File: src/rtl/ariane_pkg.sv
// ---------------------------------------------------------------------------
// ariane_pkg
//
// Shared types and default sizes for the rm_alert_queue slice.
//
// Contents:
//   RM_* localparams  - default rm_monitor geometry and alert queue sizes
//   RM_LW / RM_RW     - lane / rule index widths, max(1, clog2(n))
//   rm_alert_t        - one queued alert record {lane, rule[, ts]}
//
// Configuration macro: RM_ALERT_TIMESTAMP_EN
//   Defined   - records carry a RM_TS_WIDTH timestamp field.
//   Undefined - records hold lane and rule only (no timestamp storage).
// ---------------------------------------------------------------------------
package ariane_pkg;

    localparam int unsigned RM_NUM_LANES      = 7;
    localparam int unsigned RM_NUM_RULES      = 10;
    localparam int unsigned RM_FIFO_DEPTH     = 8;
    localparam int unsigned RM_TS_WIDTH       = 16;
    localparam int unsigned RM_DROP_CNT_WIDTH = 8;

    localparam int unsigned RM_LW = (RM_NUM_LANES > 1) ? $clog2(RM_NUM_LANES) : 1;
    localparam int unsigned RM_RW = (RM_NUM_RULES > 1) ? $clog2(RM_NUM_RULES) : 1;

    typedef struct packed {
        logic [RM_LW-1:0]       lane;
        logic [RM_RW-1:0]       rule;
`ifdef RM_ALERT_TIMESTAMP_EN
        logic [RM_TS_WIDTH-1:0] ts;
`endif
    } rm_alert_t;

endpackage

File: src/rtl/rm_alert_fifo.sv
// ---------------------------------------------------------------------------
// rm_alert_fifo
//
// Generic first-word-fall-through FIFO. Storage and pointers are registers;
// the head element is read straight out of the storage array so it is
// visible in the same cycle it becomes valid.
//
// Ports:
//   clk_i, rst_i  - clock, synchronous active-high reset
//   push_i/data_i - write request and element; ignored when full unless a
//                   pop happens in the same cycle
//   pop_i         - remove head element; ignored when empty
//   data_o        - head element, forced to 0 while empty
//   full_o        - DEPTH elements held
//   empty_o       - no element held
//   count_o       - occupancy, 0..DEPTH
//
// DEPTH must be a power of two >= 2 so the pointers wrap naturally.
// ---------------------------------------------------------------------------
module rm_alert_fifo #(
    parameter type         T     = logic,
    parameter int unsigned DEPTH = 8
) (
    input  logic                     clk_i,
    input  logic                     rst_i,
    input  logic                     push_i,
    input  T                         data_i,
    input  logic                     pop_i,
    output T                         data_o,
    output logic                     full_o,
    output logic                     empty_o,
    output logic [$clog2(DEPTH):0]   count_o
);

    localparam int unsigned AW = $clog2(DEPTH);

    T               mem_q [DEPTH];
    logic [AW-1:0]  wr_ptr_q, wr_ptr_d;
    logic [AW-1:0]  rd_ptr_q, rd_ptr_d;
    logic [AW:0]    count_q,  count_d;
    logic           do_push, do_pop;

    assign empty_o = (count_q == '0);
    assign full_o  = (count_q == (AW+1)'(DEPTH));
    assign count_o = count_q;
    assign data_o  = empty_o ? '0 : mem_q[rd_ptr_q];

    // A push into a full FIFO is legal only because the head leaves at the
    // same edge; occupancy then stays unchanged.
    assign do_pop  = pop_i && !empty_o;
    assign do_push = push_i && (!full_o || do_pop);

    always_comb begin
        wr_ptr_d = wr_ptr_q;
        rd_ptr_d = rd_ptr_q;
        count_d  = count_q;
        if (do_push) wr_ptr_d = wr_ptr_q + 1'b1;
        if (do_pop)  rd_ptr_d = rd_ptr_q + 1'b1;
        case ({do_push, do_pop})
            2'b10:   count_d = count_q + 1'b1;
            2'b01:   count_d = count_q - 1'b1;
            default: count_d = count_q;
        endcase
    end

    always_ff @(posedge clk_i) begin
        if (rst_i) begin
            wr_ptr_q <= '0;
            rd_ptr_q <= '0;
            count_q  <= '0;
        end else begin
            wr_ptr_q <= wr_ptr_d;
            rd_ptr_q <= rd_ptr_d;
            count_q  <= count_d;
        end
    end

    // Storage needs no reset: the head is masked while empty.
    always_ff @(posedge clk_i) begin
        if (do_push) mem_q[wr_ptr_q] <= data_i;
    end

endmodule

File: src/rtl/rm_alert_queue.sv
// ---------------------------------------------------------------------------
// rm_alert_queue
//
// Turns rising edges of rm_monitor's lane x rule hit matrix into a queue of
// alert records. Simultaneous hits are parked in a pending matrix and
// granted one per cycle, lowest flat index (lane*NUM_RULES+rule) first. A
// hit that re-rises while its pending bit is still waiting is dropped and
// counted in a saturating counter.
//
// Ports:
//   clk_i, rst_i   - clock, synchronous active-high reset
//   monitor_i      - [NUM_LANES][NUM_RULES] rule-hit matrix
//   enable_i       - accept new rising edges when high
//   clear_drop_i   - reload drop counter with this cycle's drops only
//   alert_valid_o  - head record valid (valid/ready: a record transfers on
//   alert_ready_i    any edge where both are high; head stays stable while
//                    valid && !ready)
//   alert_lane_o   - lane of head record
//   alert_rule_o   - rule of head record
//   alert_ts_o     - timestamp of head record (0 without timestamps)
//   irq_o          - high while any record is queued
//   fifo_cnt_o     - queue occupancy
//   drop_cnt_o     - saturating count of dropped hits
//
// Configuration macro: RM_ALERT_TIMESTAMP_EN
//   Defined   - free-running TS_WIDTH counter stamped into each record.
//   Undefined - no counter; alert_ts_o is tied to 0.
//
// Record field widths come from ariane_pkg; the parameters below are meant
// to stay at the package defaults.
// ---------------------------------------------------------------------------
module rm_alert_queue
    import ariane_pkg::*;
#(
    parameter int unsigned NUM_LANES      = RM_NUM_LANES,
    parameter int unsigned NUM_RULES      = RM_NUM_RULES,
    parameter int unsigned FIFO_DEPTH     = RM_FIFO_DEPTH,
    parameter int unsigned TS_WIDTH       = RM_TS_WIDTH,
    parameter int unsigned DROP_CNT_WIDTH = RM_DROP_CNT_WIDTH
) (
    input  logic                                  clk_i,
    input  logic                                  rst_i,
    input  logic [NUM_LANES-1:0][NUM_RULES-1:0]   monitor_i,
    input  logic                                  enable_i,
    input  logic                                  clear_drop_i,
    output logic                                  alert_valid_o,
    input  logic                                  alert_ready_i,
    output logic [RM_LW-1:0]                      alert_lane_o,
    output logic [RM_RW-1:0]                      alert_rule_o,
    output logic [TS_WIDTH-1:0]                   alert_ts_o,
    output logic                                  irq_o,
    output logic [$clog2(FIFO_DEPTH):0]           fifo_cnt_o,
    output logic [DROP_CNT_WIDTH-1:0]             drop_cnt_o
);

    localparam int unsigned FLAT = NUM_LANES * NUM_RULES;
    localparam int unsigned PW   = $clog2(FLAT + 1);
    localparam int unsigned SW   = ((DROP_CNT_WIDTH > PW) ? DROP_CNT_WIDTH : PW) + 1;

    logic [FLAT-1:0]           mon_flat;
    logic [FLAT-1:0]           prev_q,    prev_d;
    logic [FLAT-1:0]           pending_q, pending_d;
    logic [FLAT-1:0]           rise, grant, drops;
    logic [DROP_CNT_WIDTH-1:0] drop_cnt_q, drop_cnt_d;
    logic [PW-1:0]             drop_sum;
    logic [SW-1:0]             drop_acc;
    logic                      push, pop, found;
    logic                      fifo_full, fifo_empty;
    rm_alert_t                 grant_rec, head;

`ifdef RM_ALERT_TIMESTAMP_EN
    logic [TS_WIDTH-1:0]       ts_q, ts_d;
    assign ts_d = ts_q + 1'b1;
`endif

    assign mon_flat = monitor_i;
    assign prev_d   = mon_flat;
    assign rise     = enable_i ? (mon_flat & ~prev_q) : '0;
    assign pop      = alert_valid_o && alert_ready_i;

    // Priority encoder over the pending matrix. Space is checked up front so
    // a grant always results in a push.
    always_comb begin
        grant     = '0;
        grant_rec = '0;
        found     = 1'b0;
        if ((pending_q != '0) && (!fifo_full || pop)) begin
            for (int l = 0; l < NUM_LANES; l++) begin
                for (int r = 0; r < NUM_RULES; r++) begin
                    if (!found && pending_q[l*NUM_RULES + r]) begin
                        found                      = 1'b1;
                        grant[l*NUM_RULES + r]     = 1'b1;
                        grant_rec.lane             = RM_LW'(l);
                        grant_rec.rule             = RM_RW'(r);
                    end
                end
            end
        end
`ifdef RM_ALERT_TIMESTAMP_EN
        grant_rec.ts = ts_q;
`endif
    end

    assign push      = found;
    assign pending_d = (pending_q & ~grant) | rise;
    // A re-rise onto a still-waiting bit has nowhere to go.
    assign drops     = rise & pending_q & ~grant;

    always_comb begin
        drop_sum = '0;
        for (int i = 0; i < FLAT; i++) begin
            drop_sum = drop_sum + PW'(drops[i]);
        end
    end

    // Clear restarts the count from this cycle's drops instead of zero so
    // no drop is lost across a clear.
    always_comb begin
        drop_acc = (clear_drop_i ? '0 : SW'(drop_cnt_q)) + SW'(drop_sum);
        if (|drop_acc[SW-1:DROP_CNT_WIDTH]) drop_cnt_d = '1;
        else                                drop_cnt_d = drop_acc[DROP_CNT_WIDTH-1:0];
    end

    always_ff @(posedge clk_i) begin
        if (rst_i) begin
            prev_q     <= '0;
            pending_q  <= '0;
            drop_cnt_q <= '0;
`ifdef RM_ALERT_TIMESTAMP_EN
            ts_q       <= '0;
`endif
        end else begin
            prev_q     <= prev_d;
            pending_q  <= pending_d;
            drop_cnt_q <= drop_cnt_d;
`ifdef RM_ALERT_TIMESTAMP_EN
            ts_q       <= ts_d;
`endif
        end
    end

    rm_alert_fifo #(
        .T     (rm_alert_t),
        .DEPTH (FIFO_DEPTH)
    ) u_fifo (
        .clk_i   (clk_i),
        .rst_i   (rst_i),
        .push_i  (push),
        .data_i  (grant_rec),
        .pop_i   (pop),
        .data_o  (head),
        .full_o  (fifo_full),
        .empty_o (fifo_empty),
        .count_o (fifo_cnt_o)
    );

    assign alert_valid_o = !fifo_empty;
    assign alert_lane_o  = head.lane;
    assign alert_rule_o  = head.rule;
`ifdef RM_ALERT_TIMESTAMP_EN
    assign alert_ts_o    = head.ts;
`else
    assign alert_ts_o    = '0;
`endif
    // Decoded from the registered occupancy, so it changes only at edges.
    assign irq_o         = (fifo_cnt_o != '0);
    assign drop_cnt_o    = drop_cnt_q;

endmodule

File: config.mk
export PLATFORM = sky130hd
export DESIGN_NAME = rm_alert_queue
export DESIGN_NICKNAME = d
export VERILOG_FILES = /design/src/rtl/ariane_pkg.sv /design/src/rtl/rm_alert_fifo.sv /design/src/rtl/rm_alert_queue.sv
export SDC_FILE = /design/constraint.sdc
export NUM_CORES = 1
export LEC_CHECK = 0
export CAP_MARGIN = 40
export CORE_MARGIN = 4
export CORE_UTILIZATION = 50
export DETAILED_ROUTE_END_ITERATION = 10
export GPL_TIMING_DRIVEN = 0
export HOLD_SLACK_MARGIN = 0.03
export PLACE_DENSITY = 0.68
export SYNTH_ARGS = -nofsm -noshare
export SYNTH_HDL_FRONTEND = slang
export SYNTH_SLANG_ARGS = --single-unit
File: constraint.sdc
create_clock -name clk_i -period 10.4 [get_ports clk_i]
set_input_delay 2.08 -clock clk_i [delete_from_list [all_inputs] [get_ports clk_i]]
set_output_delay 2.08 -clock clk_i [all_outputs]
set_load 0.02 [all_outputs]
Word-level counts from Yosys, hierarchy flattened
Memories as Yosys holds them, arrays and structs flattened. A register that Yosys moved wholly into a read port is not among the register bits.
Cells that the tools add are included.
Widths: inputs -> output; s select.
{ "totals": {"register_bits": 158, "ramBits": 56, "input_bits": 75, "word_cells": 530, "mem_count": 1} }
{ "op_classes": {"n_addsub": 74, "eq_ne": 3, "mux": 289, "bitwise_logic": 7, "n_reduce_logical": 150} }
{ "memory_table": {"columns": ["memory", "words", "word_bits", "rd", "rd_ports_with_merged_regs", "wr", "line_no", "text"], "rows": [
  ["u_fifo.mem_q", 8, 7, 1, 1, 1, "rm_alert_fifo.sv:37", "T mem_q [DEPTH];"]
]} }
{ "op_table": {"columns": ["cell", "count"], "rows": [
  ["$mux 7", 70],
  ["$add 7x1->7", 63],
  ["$and 70x70->70", 4],
  ["$mux 1", 212],
  ["$mux 70", 2],
  ["$not 70->70", 2],
  ["$logic_and 1x1->1", 73],
  ["$logic_not 1->1", 71],
  ["$or 70x70->70", 1],
  ["$reduce_bool 70->1", 1],
  ["$mux 8", 2],
  ["$add 8x7->9", 1],
  ["$pmux 4 s2", 1],
  ["$add 6x1->7", 1],
  ["$add 3x1->3 const B", 2],
  ["$add 5x1->6", 1],
  ["$mux 3", 2],
  ["$add 4x1->5", 1],
  ["$add 3x1->4", 1],
  ["$add 4x1->4 const B", 1],
  ["$eq 4x4->1 const B", 1],
  ["$logic_not 4->1", 1],
  ["$reduce_bool 4->1", 1],
  ["$sub 4x1->4 const B", 1],
  ["other kinds (6)", 7]
]} }

Logic depth before layout (Yosys ltp)
{ "logic_depth": {"depth_word": 355, "mapped_depth": 33} }

Cells and area by module
Synthesis repeated with hierarchy kept, for this count alone.
{ "unflattened": {"cells_unflattened": 1154, "area_unflattened_um2": 11568.6} }
{ "modules_own_cells": {"columns": ["mod", "instances", "cells_each", "area_per_inst_um2", "seq_area_each_um2"], "rows": [
  ["rm_alert_queue", 1, 983, 8693.3, 2962.8],
  ["rm_alert_fifo", 1, 171, 2875.3, 1941.9]
]} }

Worst setup path before layout
No wires, ideal clock.
{ "synth_timing": {"path_kind": "input-to-reg", "from": "input port alert_ready_i", "to": "register drop_cnt_q[0], in the netlist drop_cnt_o[0]", "setup_ns": 0.134, "arrival_time_ns": 9.365, "required_ns": 10.266, "path_slack_ns": 0.901, "stages": 27, "path_buffers": 1, "cell_sequence": "nand2b_1 -> nor4_1 -> a41oi_2 -> buf_6 -> nand2_1 -> o21ai_0 -> or2_1 -> fa_1 -> inv_1 -> fa_1 -> inv_1 -> fa_1 -> fa_1 -> fa_1 -> fa_1 -> fa_1 -> inv_1 -> fa_1 -> fa_1 -> fa_1 -> a21o_1 -> a21oi_1 -> nor2b_1 -> o21ai_0 -> a21oi_1 -> xnor2_1 -> a21oi_1"} }
{ "synth_between": {"elab_chain_len": 77} }
{ "synth_rtl": {"columns": ["element", "line_no", "text"], "rows": [
  ["start, declared", "rm_alert_queue.sv:47", "input logic alert_ready_i,"],
  ["$logic_and 1x1->1 *", "rm_alert_queue.sv:79", "assign pop = alert_valid_o && alert_ready_i;"],
  ["$logic_or 1x1->1 *", "rm_alert_queue.sv:87", "if ((pending_q != '0) && (!fifo_full || pop)) begin"],
  ["$logic_and 1x1->1 *", "rm_alert_queue.sv:87", null],
  ["$mux 70 *", "rm_alert_queue.sv:87", null],
  ["$not 70->70 *", "rm_alert_queue.sv:107", "assign drops = rise & pending_q & ~grant;"],
  ["$and 70x70->70 *", "rm_alert_queue.sv:107", null],
  ["$add 1x1->2", "rm_alert_queue.sv:112", "drop_sum = drop_sum + PW'(drops[i]);"],
  ["$add 2x1->3", "rm_alert_queue.sv:112", null],
  ["$add 3x1->4", "rm_alert_queue.sv:112", null],
  ["$add 4x1->5", "rm_alert_queue.sv:112", null],
  ["$add 5x1->6", "rm_alert_queue.sv:112", null],
  ["$add 6x1->7", "rm_alert_queue.sv:112", null],
  ["$add 7x1->7 (62 in a row)", "rm_alert_queue.sv:112", null],
  ["$add 7x1->7 *", "rm_alert_queue.sv:112", null],
  ["$add 8x7->9 *", "rm_alert_queue.sv:119", "drop_acc = (clear_drop_i ? '0 : SW'(drop_cnt_q)) + SW'(drop_sum);"],
  ["$mux 8 *", "rm_alert_queue.sv:120", "if (|drop_acc[SW-1:DROP_CNT_WIDTH]) drop_cnt_d = '1;"],
  ["end signal, assigned", "rm_alert_queue.sv:135", "drop_cnt_q <= drop_cnt_d;"],
  ["end, declared", "rm_alert_queue.sv:64", "logic [DROP_CNT_WIDTH-1:0] drop_cnt_q, drop_cnt_d;"]
]} }
Mark *: on every way between the ends. The rest lies on a longest branch, timed or not.
A chain may end at the register's enable or synchronous reset.

Worst setup path after layout
Same ends and word-level chain as after synthesis.

==> metrics <==
run status=finished clean; Max H-tree Level=1; power per cell area=179 nW/um^2; clock tree skew after final layout=11.5 ps; number of antenna-violating nets in the routed design=0; Tmin final=10020 ps; CP peak stage delay=550 ps; count of antenna diodes in the layout=0; number of max-cap violations=0; sequential cell area fraction in the yosys report=42.8%; Post-synth top flop=sky130_fd_sc_hd__dfxtp_1; buffer levels on the longest clock path=3; Worst Path Required=10770 ps; die outline area=25400 sq um; layout overhead on the synthesized area=20.3%; worst r2r dst=drop_cnt_o[0]; post-synthesis cell type with the largest combined area=sky130_fd_sc_hd__dfxtp_1; Worst IR Drop VDD=0.179 mV; combinational cell fraction of total power=24.6%; synthesized cell area=11400 sq um; Netlist cell types=68; number of antenna violations at the first check in global routing=0; slew at the pin closest to its max-slew limit=973 ps; Chip Height=159 microns; Critical Path End Type=flop; share of cells above drive strength 1=9.47%; clock tree root driver cell=sky130_fd_sc_hd__clkbuf_16; remaining routing DRC violations=0; sequential share of power=39.8%; Detail Placement HPWL=23.9 mm; worst hold-check path type=reg2reg; wire length of the first global-routing pass=48.4 mm; number of instances in the synthesized netlist=1143; number of buffers created by CTS=24; detailed-route vias per instance=5.49; post-synthesis area per instance=10.0 sq um; register bit total from synthesis=217; dominant cell type by count on the critical path=sky130_fd_sc_hd__fa_1; placeable core region=22600 sq um; clock transition at the registers of the reported paths=60 ps; Yosys warning count=0; Detailed Route Iter0 Violations=567; switching power total=0.729 mW; port bufs=93; vias in the first global route=8754; Starting Density=50.7%; Worst EP arrival=10400 ps; layout net count=1460; wire length per cell=19.2 microns; source of the worst register-to-register timing path=pending_q[10]; synth top area cells=sky130_fd_sc_hd__dfxtp_1 28%, sky130_fd_sc_hd__edfxtp_1 15%, sky130_fd_sc_hd__fa_1 11%; number of slew-limit violations in the final report=0; portion of synthesized cell area occupied by the leading cell type=28.2%; worst reg2reg path depth=30; standard-cell row count=55; multiplexer area fraction after synthesis=3.37%; number of failing hold endpoints at the final stage=0; synthesized-area fraction occupied by and/or/nand/nor cells=21.8%; fraction of power spent switching nets=29.6%; sort of element at the start of the critical path=primary input; combined global-route utilization of all metal layers=24.1%; Peak Freq=0.0998 GHz; Max transition margin=35.1%; Pleak=5.42 nW; clock tree from TritonCTS=yes; main combinational cell family by area after synthesis=simple AND/OR/NAND/NOR gates; part of the power in the clock network=35.6%; highest-delay cell along the critical path=sky130_fd_sc_hd__fa_1; maximum fanout along the worst path=7; worst-skew pair later-pin latency=530 ps; post-synthesis xor/xnor area fraction=1.15%; WL final=30.6 mm; final setup violating endpoints=0; unrepaired setup endpoints after global routing=false; instance count along the most critical hold path=2; WS Path Type=in2reg; weighted congestion at the end of routability-driven global placement=1.00; overall overflow remaining after global route=0; number of hold-repair buffers added at the cts stage=0; Synth Area in Compound Gates=10.4%; maximum number of pins on one net before global-route repair=15; hold_ws=482 ps; number of I/O pins=112; final core occ=61.0%; part of the cycle the worst path needs=96.4%; count of vias placed by the detailed router=8744; first drt pass iteration count=5; die outline width=159 microns; Internal Pwr Total=1.74 mW; total clock sinks=217; flop2flop setup slack=900 ps; number of synthesized flops with an enable pin=56; startpoint of the lowest-slack hold path=u_fifo.rd_ptr_q[1]; adder-cell area share of the yosys netlist=14.4%; FFs w/ async S/R, synth=0%
## registers in the layout, indices dropped and copies added (netlist names), named ones only
register	flops
drop_cnt_o	8
pending_q	70
prev_q	70
u_fifo.count_o	4
u_fifo.mem_q	56
u_fifo.rd_ptr_q	3
u_fifo.wr_ptr_q	3
## cells by family after synthesis
logic type	count (synthesis)
DFF	217
AOI/OAI and AO/OA	200
other	1
adders and majority gates	94
muxes	21
and+or+nand+nor	440
buffers and inverters	155
xor gates and xnor gates	15
## cells in the mapped netlist (14+ instances only)
master and count:
sky130_fd_sc_hd__dfxtp_1 161, sky130_fd_sc_hd__a21oi_1 97, sky130_fd_sc_hd__inv_1 95, sky130_fd_sc_hd__nor2_1 94, sky130_fd_sc_hd__nor2b_1 82, sky130_fd_sc_hd__fa_1 63
sky130_fd_sc_hd__nand3b_1 63, sky130_fd_sc_hd__edfxtp_1 56, sky130_fd_sc_hd__nand2_1 50, sky130_fd_sc_hd__or2_1 40, sky130_fd_sc_hd__clkbuf_1 31, sky130_fd_sc_hd__ha_1 31
sky130_fd_sc_hd__o21ai_0 28, sky130_fd_sc_hd__nand3_1 21, sky130_fd_sc_hd__buf_4 19, sky130_fd_sc_hd__nor3_1 17, sky130_fd_sc_hd__o21ai_1 15, sky130_fd_sc_hd__mux4_2 14
## how the worst max path moves through the flow
stage / startpoint / slack [ps] / depth (start not counted) / to
2_1_floorplan: alert_ready_i / 900 / 27 / drop_cnt_o[0]
3_3_place_gp: alert_ready_i / -1190 / 28 / drop_cnt_o[1]
3_5_place_dp: enable_i / -560 / 26 / drop_cnt_o[0]
4_1_cts: alert_ready_i / 160 / 30 / drop_cnt_o[7]
5_1_grt: alert_ready_i / 20 / 31 / drop_cnt_o[7]
6_report: alert_ready_i / 380 / 31 / drop_cnt_o[0]
## power groups by stage
stage          registers (mW)  logic [mW]  clock network [mW]
2_1_floorplan           0.996       0.380                   0
3_3_place_gp            0.995       0.585                   0
3_5_place_dp            0.998       0.603                   0
4_1_cts                 0.980       0.612               0.893
5_1_grt                 0.989       0.670               0.927
6_report                0.981       0.608               0.878
## per-layer routing
metal | routed length, microns | GRT usage, % | vias to the layer above | share of wire, %
li1 | - | - | 4206 | -
met1 | 13200 | 32.2 | 4190 | 43
met2 | 14200 | 39.3 | 285 | 47
met3 | 1960 | 4.40 | 63 | 6.4
met4 | 1240 | 9.11 | 0 | 4.1
met5 | 0 | 0.379 | - | 0
## stage by stage
stage | area, sq um | cells | setup WS [ps] | power, mW | setup TNS (ps)
final | 13800 | 1594 | 377 | 2.47 | 0
after global routing | 13800 | 1594 | 23.0 | 2.59 | 0
after CTS | 13800 | 1593 | 161 | 2.49 | 0
after detailed placement | 12900 | 1549 | -558 | 1.60 | -3880
after global placement | 12800 | 1536 | -1190 | 1.58 | -8980
after floorplan | 11500 | 1158 | 901 | 1.38 | 0
## placed cells by master, fill, tap and decap left out, types with 26 or more instances in the layout
master                            synthesis  layout
sky130_fd_sc_hd__a21oi_1                 97      97
sky130_fd_sc_hd__o21ai_0                 28      26
sky130_fd_sc_hd__or2_1                   40      40
sky130_fd_sc_hd__nand2_1                 50      50
sky130_fd_sc_hd__dfxtp_1                161     161
sky130_fd_sc_hd__clkdlybuf4s50_1          0      93
sky130_fd_sc_hd__edfxtp_1                56      56
sky130_fd_sc_hd__ha_1                    31      31
sky130_fd_sc_hd__nor2_1                  94      94
sky130_fd_sc_hd__buf_4                   19      27
sky130_fd_sc_hd__inv_1                   95      95
sky130_fd_sc_hd__nor2b_1                 82      82
sky130_fd_sc_hd__nand3b_1                63      63
sky130_fd_sc_hd__fa_1                    63      63
sky130_fd_sc_hd__clkbuf_1                31      33
## worst max-delay path, delay by kind of cell
| kind | cells | cell delay (ps) |
|---|---|---|
| xor gates and xnor gates | 1 | 170 |
| AOI/OAI and AO/OA | 7 | 1200 |
| and+or+nand+nor | 5 | 810 |
| buffers and inverters | 8 | 1270 |
| adders and majority gates | 10 | 4860 |
## final cells by class
type,instances,area [sq um]
multi-input combinational,786,5960
timing repair buffer,107,1050
fill,1946,8800
tap,285,357
clock buffer,30,653
inverter,95,357
sequential,217,4900
buffer,60,325
clock inverter,14,165
## repair_timing
item / 4_1_cts / 5_1_grt
hold endpoints to repair: 0 / 0
gates resized for setup: 2 / 2
setup endpoints to repair: 7 / 7
pin swaps: 0 / 1
buffers inserted: 0 / 1
Power figures use the tool's default switching activity.
